$ cat config.mk
export PLATFORM = sky130hd
export DESIGN_NAME = int_to_flp_seq
export DESIGN_NICKNAME = d
export VERILOG_FILES = /design/src/rtl/flp_pkg.sv /design/src/rtl/lod25.sv /design/src/rtl/int_to_flp_seq.sv
export SDC_FILE = /design/constraint.sdc
export NUM_CORES = 1
export LEC_CHECK = 0
export BUFFER_PORTS_ARGS = -buffer_cell sky130_fd_sc_hd__buf_2
export CORE_MARGIN = 3
export CORE_UTILIZATION = 40
export CTS_BUF_LIST = sky130_fd_sc_hd__clkbuf_8 sky130_fd_sc_hd__clkbuf_16
export DETAILED_ROUTE_END_ITERATION = 16
export SETUP_SLACK_MARGIN = 0.1
export SYNTH_ARGS = -nofsm -noshare
export SYNTH_HDL_FRONTEND = slang
export SYNTH_SLANG_ARGS = --single-unit
$ cat constraint.sdc
create_clock -name clk -period 2.59 [get_ports clk]
set_clock_uncertainty 0.05 [all_clocks]
set_input_delay 0.259 -clock clk [delete_from_list [all_inputs] [get_ports clk]]
set_output_delay 0.259 -clock clk [all_outputs]
set_load 0.02 [all_outputs]
$ cat src/rtl/flp_pkg.sv
// Shared types and widths for the integer to single-precision float converter.
package flp_pkg;
  localparam int FLP_BIAS = 127;
  localparam int MAG_W    = 25;
  localparam int EXP_W    = 8;
  localparam int MAN_W    = 23;

  typedef enum logic [2:0] {
    IDLE,
    DETECT,
    SHIFT,
    PACK,
    DONE
  } flp_state_t;
endpackage

$ cat src/rtl/lod25.sv
// Leading-one detector: pos 0 means bit 24 set, pos 24 means only bit 0 set.
module lod25
  import flp_pkg::*;
(
  input  logic [MAG_W-1:0] mag,
  output logic [4:0]       pos,
  output logic             zero
);

  // Ascending scan so the highest set bit is the last one written.
  always_comb begin
    pos = '0;
    for (int i = 0; i < MAG_W; i++) begin
      if (mag[i]) pos = 5'(MAG_W - 1 - i);
    end
  end

  assign zero = ~|mag;

endmodule

$ cat src/rtl/int_to_flp_seq.sv
// Sequential sign/magnitude integer to IEEE-754 single converter (normalise by stepped shifts).
// Define ROUND_NEAREST_EN for round-to-nearest-even in PACK; otherwise the round bit is truncated.
module int_to_flp_seq
  import flp_pkg::*;
#(
  parameter int SHIFT_STEP = 8
) (
  input  logic             clk,
  input  logic             rst_n,
  input  logic             in_valid,
  output logic             in_ready,
  input  logic             in_sign,
  input  logic [MAG_W-1:0] in_mag,
  output logic             out_valid,
  input  logic             out_ready,
  output logic [31:0]      out_flp,
  output logic             zero_flag,
  output logic             busy
);

  localparam int EM_W = EXP_W + MAN_W;
  localparam logic [4:0] STEP = 5'(SHIFT_STEP);

  flp_state_t       state, state_nxt;
  logic             sign_r;
  logic [MAG_W-1:0] mag_r;
  logic [4:0]       p_r;
  logic [4:0]       rem_r;
  logic             zero_r;
  logic [4:0]       lod_pos;
  logic             lod_zero;
  logic [4:0]       step_amt;
  logic [EM_W-1:0]  em_trunc;
  logic [EM_W-1:0]  em_final;

  function automatic logic [EXP_W-1:0] flp_exp(input logic [4:0] p);
    return EXP_W'(FLP_BIAS + MAG_W - 1 - int'(p));
  endfunction

`ifdef ROUND_NEAREST_EN
  // Adding into the packed {exp,man} lets a mantissa carry-out bump the exponent.
  function automatic logic [EM_W-1:0] round_ne(input logic [EM_W-1:0] em, input logic rnd);
    return em + EM_W'(rnd & em[0]);
  endfunction
`endif

  lod25 u_lod (
    .mag  (mag_r),
    .pos  (lod_pos),
    .zero (lod_zero)
  );

  assign step_amt = (rem_r < STEP) ? rem_r : STEP;
  assign em_trunc = {flp_exp(p_r), mag_r[MAN_W:1]};

`ifdef ROUND_NEAREST_EN
  assign em_final = round_ne(em_trunc, mag_r[0]);
`else
  assign em_final = em_trunc;
`endif

  assign in_ready  = (state == IDLE);
  assign out_valid = (state == DONE);
  assign busy      = (state != IDLE);

  always_ff @(posedge clk or negedge rst_n) begin
    if (!rst_n) state <= IDLE;
    else        state <= state_nxt;
  end

  always_comb begin
    state_nxt = state;
    case (state)
      IDLE:    if (in_valid) state_nxt = DETECT;
      DETECT:  state_nxt = (lod_zero || lod_pos == 5'd0) ? PACK : SHIFT;
      SHIFT:   if (rem_r == step_amt) state_nxt = PACK;
      PACK:    state_nxt = DONE;
      DONE:    if (out_ready) state_nxt = IDLE;
      default: state_nxt = IDLE;
    endcase
  end

  always_ff @(posedge clk or negedge rst_n) begin
    if (!rst_n) begin
      sign_r    <= 1'b0;
      mag_r     <= '0;
      p_r       <= '0;
      rem_r     <= '0;
      zero_r    <= 1'b0;
      out_flp   <= '0;
      zero_flag <= 1'b0;
    end else begin
      case (state)
        IDLE: begin
          if (in_valid) begin
            sign_r <= in_sign;
            mag_r  <= in_mag;
          end
        end
        DETECT: begin
          p_r    <= lod_pos;
          rem_r  <= lod_pos;
          zero_r <= lod_zero;
        end
        SHIFT: begin
          mag_r <= mag_r << step_amt;
          rem_r <= rem_r - step_amt;
        end
        PACK: begin
          if (zero_r) begin
            out_flp   <= {sign_r, 31'b0};
            zero_flag <= 1'b1;
          end else begin
            out_flp   <= {sign_r, em_final};
            zero_flag <= 1'b0;
          end
        end
        default: ;
      endcase
    end
  end

endmodule

==> results of run 1 <==
final timing paths:
kind | endpoint | slack (ps) | depth (start not counted)
worst min register to register | out_flp[25] | 410 | 1
min in group asynchronous | out_flp[26] | 430 | 2
worst min-delay path | state[2] | 50 | 2
worst max register to register | rem_r[2] | 430 | 5
max in group asynchronous | mag_r[8] | 1380 | 3
worst max-delay path | rem_r[2] | 430 | 5
layout by cell type, fill, tap and decap left out, types with 2 or more instances in the layout:
cell	instances
a211o_1	2
a211oi_1	5
a21o_1	2
a21oi_1	19
a221oi_1	11
a221oi_2	4
a31oi_1	2
buf_2	65
buf_4	25
bufinv_16	2
clkbuf_16	9
dfrtp_1	72
ha_1	2
inv_1	8
inv_6	2
mux2_2	3
mux2i_1	52
mux4_2	6
nand2_1	60
nand2b_1	23
nand3_1	5
nand3b_1	2
nor2_1	23
nor2b_1	7
nor3_1	19
nor3b_1	2
nor4_1	3
o211ai_1	2
o21a_1	2
o21ai_0	32
o21ai_1	7
o221ai_1	3
o22ai_1	4
o311a_1	2
o311ai_0	3
o31ai_1	11
or3_1	6
or3b_1	3
or4_1	4
or4_4	3
flip-flops by register name, summed over array words and instances, names as in the netlist:
name and flops:
out_flp 31, mag_r 25, p_r 5, rem_r 5, state 3, sign_r 1, zero_flag 1, zero_r 1
per-layer routing:
metal | vias up | GRT usage [%]
li1 | 1894 | -
met1 | 1966 | 30.6
met2 | 185 | 31.4
met3 | 17 | 3.58
met4 | 0 | 7.77
met5 | - | 0
what timing repair did:
action / 4_1_cts / 5_1_grt
hold buffers: 1 / 0
endpoints found under the setup margin: 0 / 2
resized for setup: 0 / 1
endpoints found under the hold margin: 28 / 0
setup buffers: 0 / 0
worst reg2reg max path, cell delays in order (launching register included):
cell	delay [ps]
dfrtp_1	500
or4_1	680
a21oi_1	240
o21bai_2	80
nor3b_1	180
a221o_1	300
synth_stat cells (all sizes together), types with 2 or more instances:
library cell / n
a211o: 2
a211oi: 5
a21o: 2
a21oi: 19
a221oi: 15
a31oi: 2
and2: 2
buf: 24
clkbuf: 28
dfrtp: 72
ha: 2
inv: 9
mux2: 3
mux2i: 52
mux4: 7
nand2: 60
nand2b: 23
nand3: 5
nand3b: 2
nor2: 24
nor2b: 7
nor3: 19
nor3b: 4
nor4: 5
o211ai: 2
o21a: 2
o21ai: 39
o221ai: 3
o22ai: 4
o311a: 2
o311ai: 3
o31ai: 11
or3: 6
or3b: 3
or4: 7
stage by stage:
stage	utilization (%)	setup slack, ps	cell area (um^2)	std cells
floorplan	-	624	4570	490
global placement	45.7	333	5040	669
detailed placement	45.7	314	5040	669
CTS	48.8	285	5380	686
global route	48.8	292	5380	686
finish	48.8	435	5380	686
power by group:
part / total [mW] / switching (mW) / internal [mW]
sequential: 2.26 / 0.634 / 1.63
combinational: 4.11 / 2.43 / 1.68
clock: 1.38 / 0.508 / 0.875
kinds of logic after synthesis:
logic type               after synthesis
AND/OR/NAND/NOR                      170
AO/OA/AOI/OAI                        121
flip-flops                            72
buffers and inverters                 62
multiplexers                          62
other                                  1
adder cells (fa/ha/maj)                2
layout make-up:
type / instances / area, um^2
multi-input combinational: 356 / 2500
sequential: 72 / 1800
fill: 1077 / 5650
clock buffer: 10 / 239
inverter: 10 / 37.5
clock inverter: 6 / 90.1
tap: 140 / 175
timing repair buffer: 92 / 543
==> metrics.md, run 1 <==
| Metric | Value |
|---|---|
| Status | finished, final reports clean |
| Setup TNS Final | 0 ps |
| Final hold violation count | 0 |
| DR pass1 iterations | 7 |
| Worst vdd ir | 0.588 mV |
| Post-Synth Adder-Cell Area | 0.547% |
| Post-Syn Nets | 522 |
| Synth warn | 0 |
| Num rows | 38 |
| Tightest Hold Check Type | primary input to flip-flop |
| CP Capture Type | flip-flop |
| Grt total ovfl | 0 |
| Buf/Inv on CP | 0 |
| Crit path max fanout | 7 |
| Post-synth ARST share | 100% |
| Cts bufs inserted | 9 |
| Hold_sp | out_ready |
| Post-synthesis xor/xnor area fraction | 0% |
| Initial Util | 41.5% |
| Worst Path Required | 2760 ps |
| Global-route wire length before repair | 21300 um |
| Crit path arrival time | 2320 ps |
| WS Path Type | flip-flop to flip-flop |
| Area growth syn-to-layout | 17.7% |
| Core Region | 0.0110 mm^2 |
| Slew HR | 47.6% |
| Total power | 7.75 mW |
| MaxCap Viol Count | 0 |
| Critical Path Source Type | flip-flop |
| Input/output buffers | 65 |
| Layout cells sized above 1 | 24.2% |
| Metal2 WL | 5920 um |
| Slowest cell on crit path | or4_1 |
| Crit-path max cell delay | 680 ps |
| Final WL | 13200 um |
| Fin crit period | 2160 ps |
| CP Cell Sequence | or4_1 > a21oi_1 > o21bai_2 > nor3b_1 > a221o_1 |
| TritonCTS clock tree | yes |
| Post-synth EDFFs | 0 |
| Worst setup startpoint | mag_r[11] |
| Die ar. | 0.0128 mm^2 |
| WHS | 53.9 ps |
| Clock latency on the worst-skew pair | 340 ps |
| Final setup viols | 0 |
| Cell area after synthesis | 0.00457 mm^2 |
| Pwr dens | 1440 mW/mm^2 |
| Post-synthesis register bit count | 72 |
| Mux share of post-synthesis cell area | 15.6% |
| Die Y | 113 um |
| Fmax | 464 MHz |
| DP HPWL | 9300 um |
| Wire length on met3 | 983 um |
| IO Pins | 66 |
| Vias in the first global route | 3939 |
| Synth top area cells | dfrtp_1 (39%), mux2i_1 (11%), nand2_1 (4.9%), o21ai_0 (3.5%), nand2b_1 (3.1%) |
| GR Util All Layers | 21.0% |
| Slew Viols, Final | 0 |
| Synth top area share | 39.4% |
| CTS root buf | clkbuf_16 |
| Vias per inst | 5.92 |
| Static leakage | 2.35 nW |
| Syn Area/Cell | 9.34 um^2 |
| Largest family of logic cells by synthesized area | simple AND/OR/NAND/NOR gates |
| Initial antenna violation count | 0 |
| Antenna diodes | 0 |
| Total number of vias | 4062 |
| Total Nets Final | 573 |
| H-tree Lvls | 3 |
| Post-synthesis cell count | 490 |
| Final Cycle Share | 83.2% |
| Seq/Total Area, Yosys | 39.4% |
| Synth area leader | dfrtp_1 |
| Complex-gate fraction of the synthesized area | 18.3% |
| Main synth FF type | dfrtp_1 |
| Top Family by Delay on Critical Path | simple AND/OR/NAND/NOR gates |
| Met1 WL | 6030 um |
| Sink Count | 72 |
| Final ANT Viol Nets | 0 |
| Drt first-iter violations | 378 |
| Maximum root-to-sink buffer count | 2 |
| DRC violations left | 0 |
| RSZ-0062 raised after global routing | no |
| Clock slew at reported path FFs | 60 ps |
| Simple-Gate Fraction of Synth Area | 19.9% |
| Drt wl/cell | 19.2 um |
| R2R Path Start | mag_r[11] |
| Synth cell types | 63 |
| Largest net degree at the start of global routing | 45 |
| Worst-margin pin slew | 786 ps |
| Placer Congestion | 0.875 |
| Die X | 113 um |
| Top Layer Used | met4 |
(Power assumes the default switching activity.)
==> inputs of run 2 (changes only) <==
ABC_AREA = 1   (was not set)
clock period = 2.1 ns   (was 2.59 ns; I/O delays follow)
==> run 2 against run 1 <==
Compared with the run above:
- the run now ends with setup timing left
- global-route usage increased by 2.3 points
- non-clock buffer count rose by 14
- maximum frequency rose by 2.6%
- sequential cell count unchanged
- power increased by 21%
- clock power down 15%
- die area fell by 8.4%
==> metrics.md, run 2 <==
| Metric | Value |
|---|---|
| Sink Count | 72 (unchanged) |
| Sequential cell area | 0.00180 mm^2 (about the same) |
| Num rows | 36 (was 38) |
| Final hold violation count | 0 (unchanged) |
| Synth top area cells | dfrtp_1 (43%), nand2_1 (13%), o21ai_0 (9.0%), inv_1 (4.2%), o21ai_1 (3.0%) (was dfrtp_1 (39%), mux2i_1 (11%), nand2_1 (4.9%), o21ai_0 (3.5%), nand2b_1 (3.1%)) |
| Final Cycle Share | 100% (was 83.2%) |
| Layout cells sized above 1 | 24.8% (was 24.2%) |
| R2R depth | 15 (was 5) |
| Clock Power Share | 12.5% (was 17.8%) |
| Core Region | 0.00995 mm^2 (was 0.0110 mm^2) |
| Post-synthesis cell count | 549 (was 490) |
| Largest Register | out_flp (unchanged) |
| Largest regs | out_flp: 31 flops, mag_r: 25 flops (unchanged) |
| R2R Path Start | rem_r[3] (was mag_r[11]) |
| GR Util All Layers | 23.3% (was 21.0%) |
| Die X | 108 um (was 113 um) |
| Clock latency on the worst-skew pair | 370 ps (was 340 ps) |
| Cts bufs inserted | 9 (unchanged) |
| DR pass1 iterations | 5 (was 7) |
| Vias per inst | 5.42 (was 5.92) |
| Die ar. | 0.0117 mm^2 (was 0.0128 mm^2) |
| CP Cell Sequence | nor2_4 > inv_4 > nor2_8 > buf_8 > nand2_1 > o21ai_0 > nand2_1 > o21ai_1 > nand2_1 > o21ai_1 > inv_1 > o22ai_2 > nor2_1 > a211oi_1 > a21oi_1 (was or4_1 > a21oi_1 > o21bai_2 > nor3b_1 > a221o_1) |
| Synth area leader | dfrtp_1 (unchanged) |
| Fin crit period | 2100 ps (was 2160 ps) |
| Multi-input logic area | 0.00209 mm^2 (was 0.00250 mm^2) |
| Synth warn | 0 (unchanged) |
| Slew HR | 66.8% (was 47.6%) |
| CP Capture Type | flip-flop (unchanged) |
| Failing checks | setup timing |
| Gate power share | 60.9% (was 53.0%) |
| Largest net degree at the start of global routing | 44 (was 45) |
| Input/output buffers | 65 (unchanged) |
| Setup TNS Final | -1.44 ps (was 0 ps) |
| Area growth syn-to-layout | 24.0% (was 17.7%) |
| Fin util | 51.9% (was 48.8%) |
| Cell area after synthesis | 0.00417 mm^2 (was 0.00457 mm^2) |
| Fillcell total | 981 (was 1077) |
| Global-route wire length before repair | 21100 um (was 21300 um) |
| Main synth FF type | dfrtp_1 (unchanged) |
| CTS root buf | clkbuf_8 (was clkbuf_16) |
| Final setup viols | 1 (was 0) |
| Final WL | 12800 um (was 13200 um) |
| Worst-margin pin slew | 494 ps (was 786 ps) |
| Most frequent cells in the layout | nand2_1 (143), dfrtp_1 (71), o21ai_0 (69) (was dfrtp_1 (72), buf_2 (65), nand2_1 (60)) |
| Post-Syn Nets | 581 (was 522) |
| Post-synth ARST share | 100% (unchanged) |
| Vias in the first global route | 4126 (was 3939) |
| IO Pins | 66 (unchanged) |
| Worst Hold End | mag_r[0] (was state[2]) |
| Pre-CTS setup slack | -9.07 ps (was 314 ps) |
| Drt wl/cell | 16.6 um (was 19.2 um) |
| Clock slew at reported path FFs | 70 ps (was 60 ps) |
| Most frequent CP cell | nand2_1 |
| Internal power | 4.64 mW (was 4.18 mW) |
| Worst vdd ir | 0.853 mV (was 0.588 mV) |
| Largest register FFs | 31 (unchanged) |
| Synth cell types | 41 (was 63) |
| MaxCap Viol Count | 0 (unchanged) |
| Crit-path max cell delay | 420 ps (was 680 ps) |
| Syn Area/Cell | 7.59 um^2 (was 9.34 um^2) |
| Placer Congestion | 0.940 (was 0.875) |
| Drt first-iter violations | 351 (was 378) |
| Post-synthesis register bit count | 72 (unchanged) |
| Synth top area share | 43.2% (was 39.4%) |
| Static leakage | 2.48 nW (was 2.35 nW) |
| WS Path Type | flip-flop to flip-flop (unchanged) |
| WHS | 46.2 ps (was 53.9 ps) |
| Reg2reg end | mag_r[14] (was rem_r[2]) |
| TritonCTS clock tree | yes (unchanged) |
| Crit path max fanout | 12 (was 7) |
| Pwr dens | 1810 mW/mm^2 (was 1440 mW/mm^2) |
| Post-synth EDFFs | 0 (unchanged) |
| Switch Pwr | 4.72 mW (was 3.57 mW) |
| Critical Path Source Type | flip-flop (unchanged) |
| Sw frac | 50.4% (was 46.1%) |
| Seq/Total Area, Yosys | 43.2% (was 39.4%) |
| Grt total ovfl | 0 (unchanged) |
| Total power | 9.36 mW (was 7.75 mW) |
| Tightest Hold Check Type | primary input to flip-flop (unchanged) |
| Hold_sp | in_mag[0] (was out_ready) |
| Worst Path Required | 2300 ps (was 2760 ps) |
| Status | finished, violations left (was finished, final reports clean) |
| Total number of vias | 4204 (was 4062) |
| DRC violations left | 0 (unchanged) |
| Fmax | 476 MHz (was 464 MHz) |
| Most common cell after layout, fill and taps aside | nand2_1 (was dfrtp_1) |
| Initial Util | 41.9% (was 41.5%) |
| Worst setup startpoint | rem_r[3] (was mag_r[11]) |
| Total Nets Final | 669 (was 573) |
| Synth cell count leaders | nand2_1 (147), o21ai_0 (75), dfrtp_1 (72) (was dfrtp_1 (72), nand2_1 (60), mux2i_1 (52)) |
| Slowest cell on crit path | dfrtp_1 (was or4_1) |
| Min-Delay Path Depth | 3 (was 2) |
| Initial antenna violation count | 0 (unchanged) |
| Worst R2R Setup Slack | -1 ps (was 430 ps) |
| Final WS setup | -1.44 ps (was 435 ps) |
| Final ANT Viol Nets | 0 (unchanged) |
| Slew Viols, Final | 0 (unchanged) |
| Crit path arrival time | 2300 ps (was 2320 ps) |
| Seq pwr share | 26.5% (was 29.2%) |
| DP HPWL | 9600 um (was 9300 um) |
| Antenna diodes | 0 (unchanged) |
| Count leader, synth | nand2_1 (was dfrtp_1) |
| Die Y | 108 um (was 113 um) |
| RSZ-0062 raised after global routing | yes (was no) |
| Maximum root-to-sink buffer count | 2 (unchanged) |
| H-tree Lvls | 3 (unchanged) |
run 2: power by group through the flow:
stage	Sequential (mW)	Clock [mW]	Combinational [mW]
5_1_grt	2.58	1.24	6.38
3_3_place_gp	2.47	0	5.37
2_1_floorplan	2.77	0	3.34
4_1_cts	2.48	1.19	5.57
6_report	2.48	1.17	5.70
3_5_place_dp	2.50	0	5.41
run 2: per-layer routing:
metal	vias to the layer above	part of all wire, %	GRT usage, %
li1	2038	-	-
met1	2015	46	33.7
met2	130	46	35.6
met3	21	5.6	2.99
met4	0	2.4	9.29
met5	-	0	0
run 2: area by class of cell:
type                       instances  share of cell area [%]
clock buffer                      11                    2.93
clock inverter                     5                    1.09
inverter                          57                    4.26
multi-input combinational        391                    40.5
sequential                        72                    34.9
tap                              133                    3.22
timing repair buffer             106                    13.2
run 2: repair_timing:
item,in CTS,in global routing
pin swaps,0,3
setup endpoints to repair,16,26
hold buffers,2,0
resized for setup,13,17
setup buffers,3,3
endpoints found under the hold margin,30,0
gates cloned,0,0
run 2: stage by stage:
step	cell area (um^2)	cells
final	5170	775
after global routing	5170	775
after CTS	5090	772
after detailed placement	4790	751
after global placement	4790	751
after floorplan	4170	549
run 2: worst max-delay path by stage:
stage / slack, ps / endpoint
final: -1 / mag_r[14]
after global routing: -170 / state[0]
after CTS: 60 / mag_r[14]
after detailed placement: -9 / mag_r[14]
after global placement: -30 / rem_r[4]
after floorplan: 240 / mag_r[14]
run 2: kinds of logic after synthesis:
family	after synthesis	synth area share [%]
xor+xnor	2	0.420
flops	72	43.2
buf+inv	86	8.70
other cells	1	0.0899
simple gates	214	22.1
mux	3	0.750
fa+ha+maj	2	0.600
compound gates	169	24.1
run 2: critical path, delay by kind of cell (launching register included):
kind,cells,cell delay [ps]
buffers and inverters,3,290
flip-flops,1,420
AO/OA/AOI/OAI,6,690
AND/OR/NAND/NOR,6,540
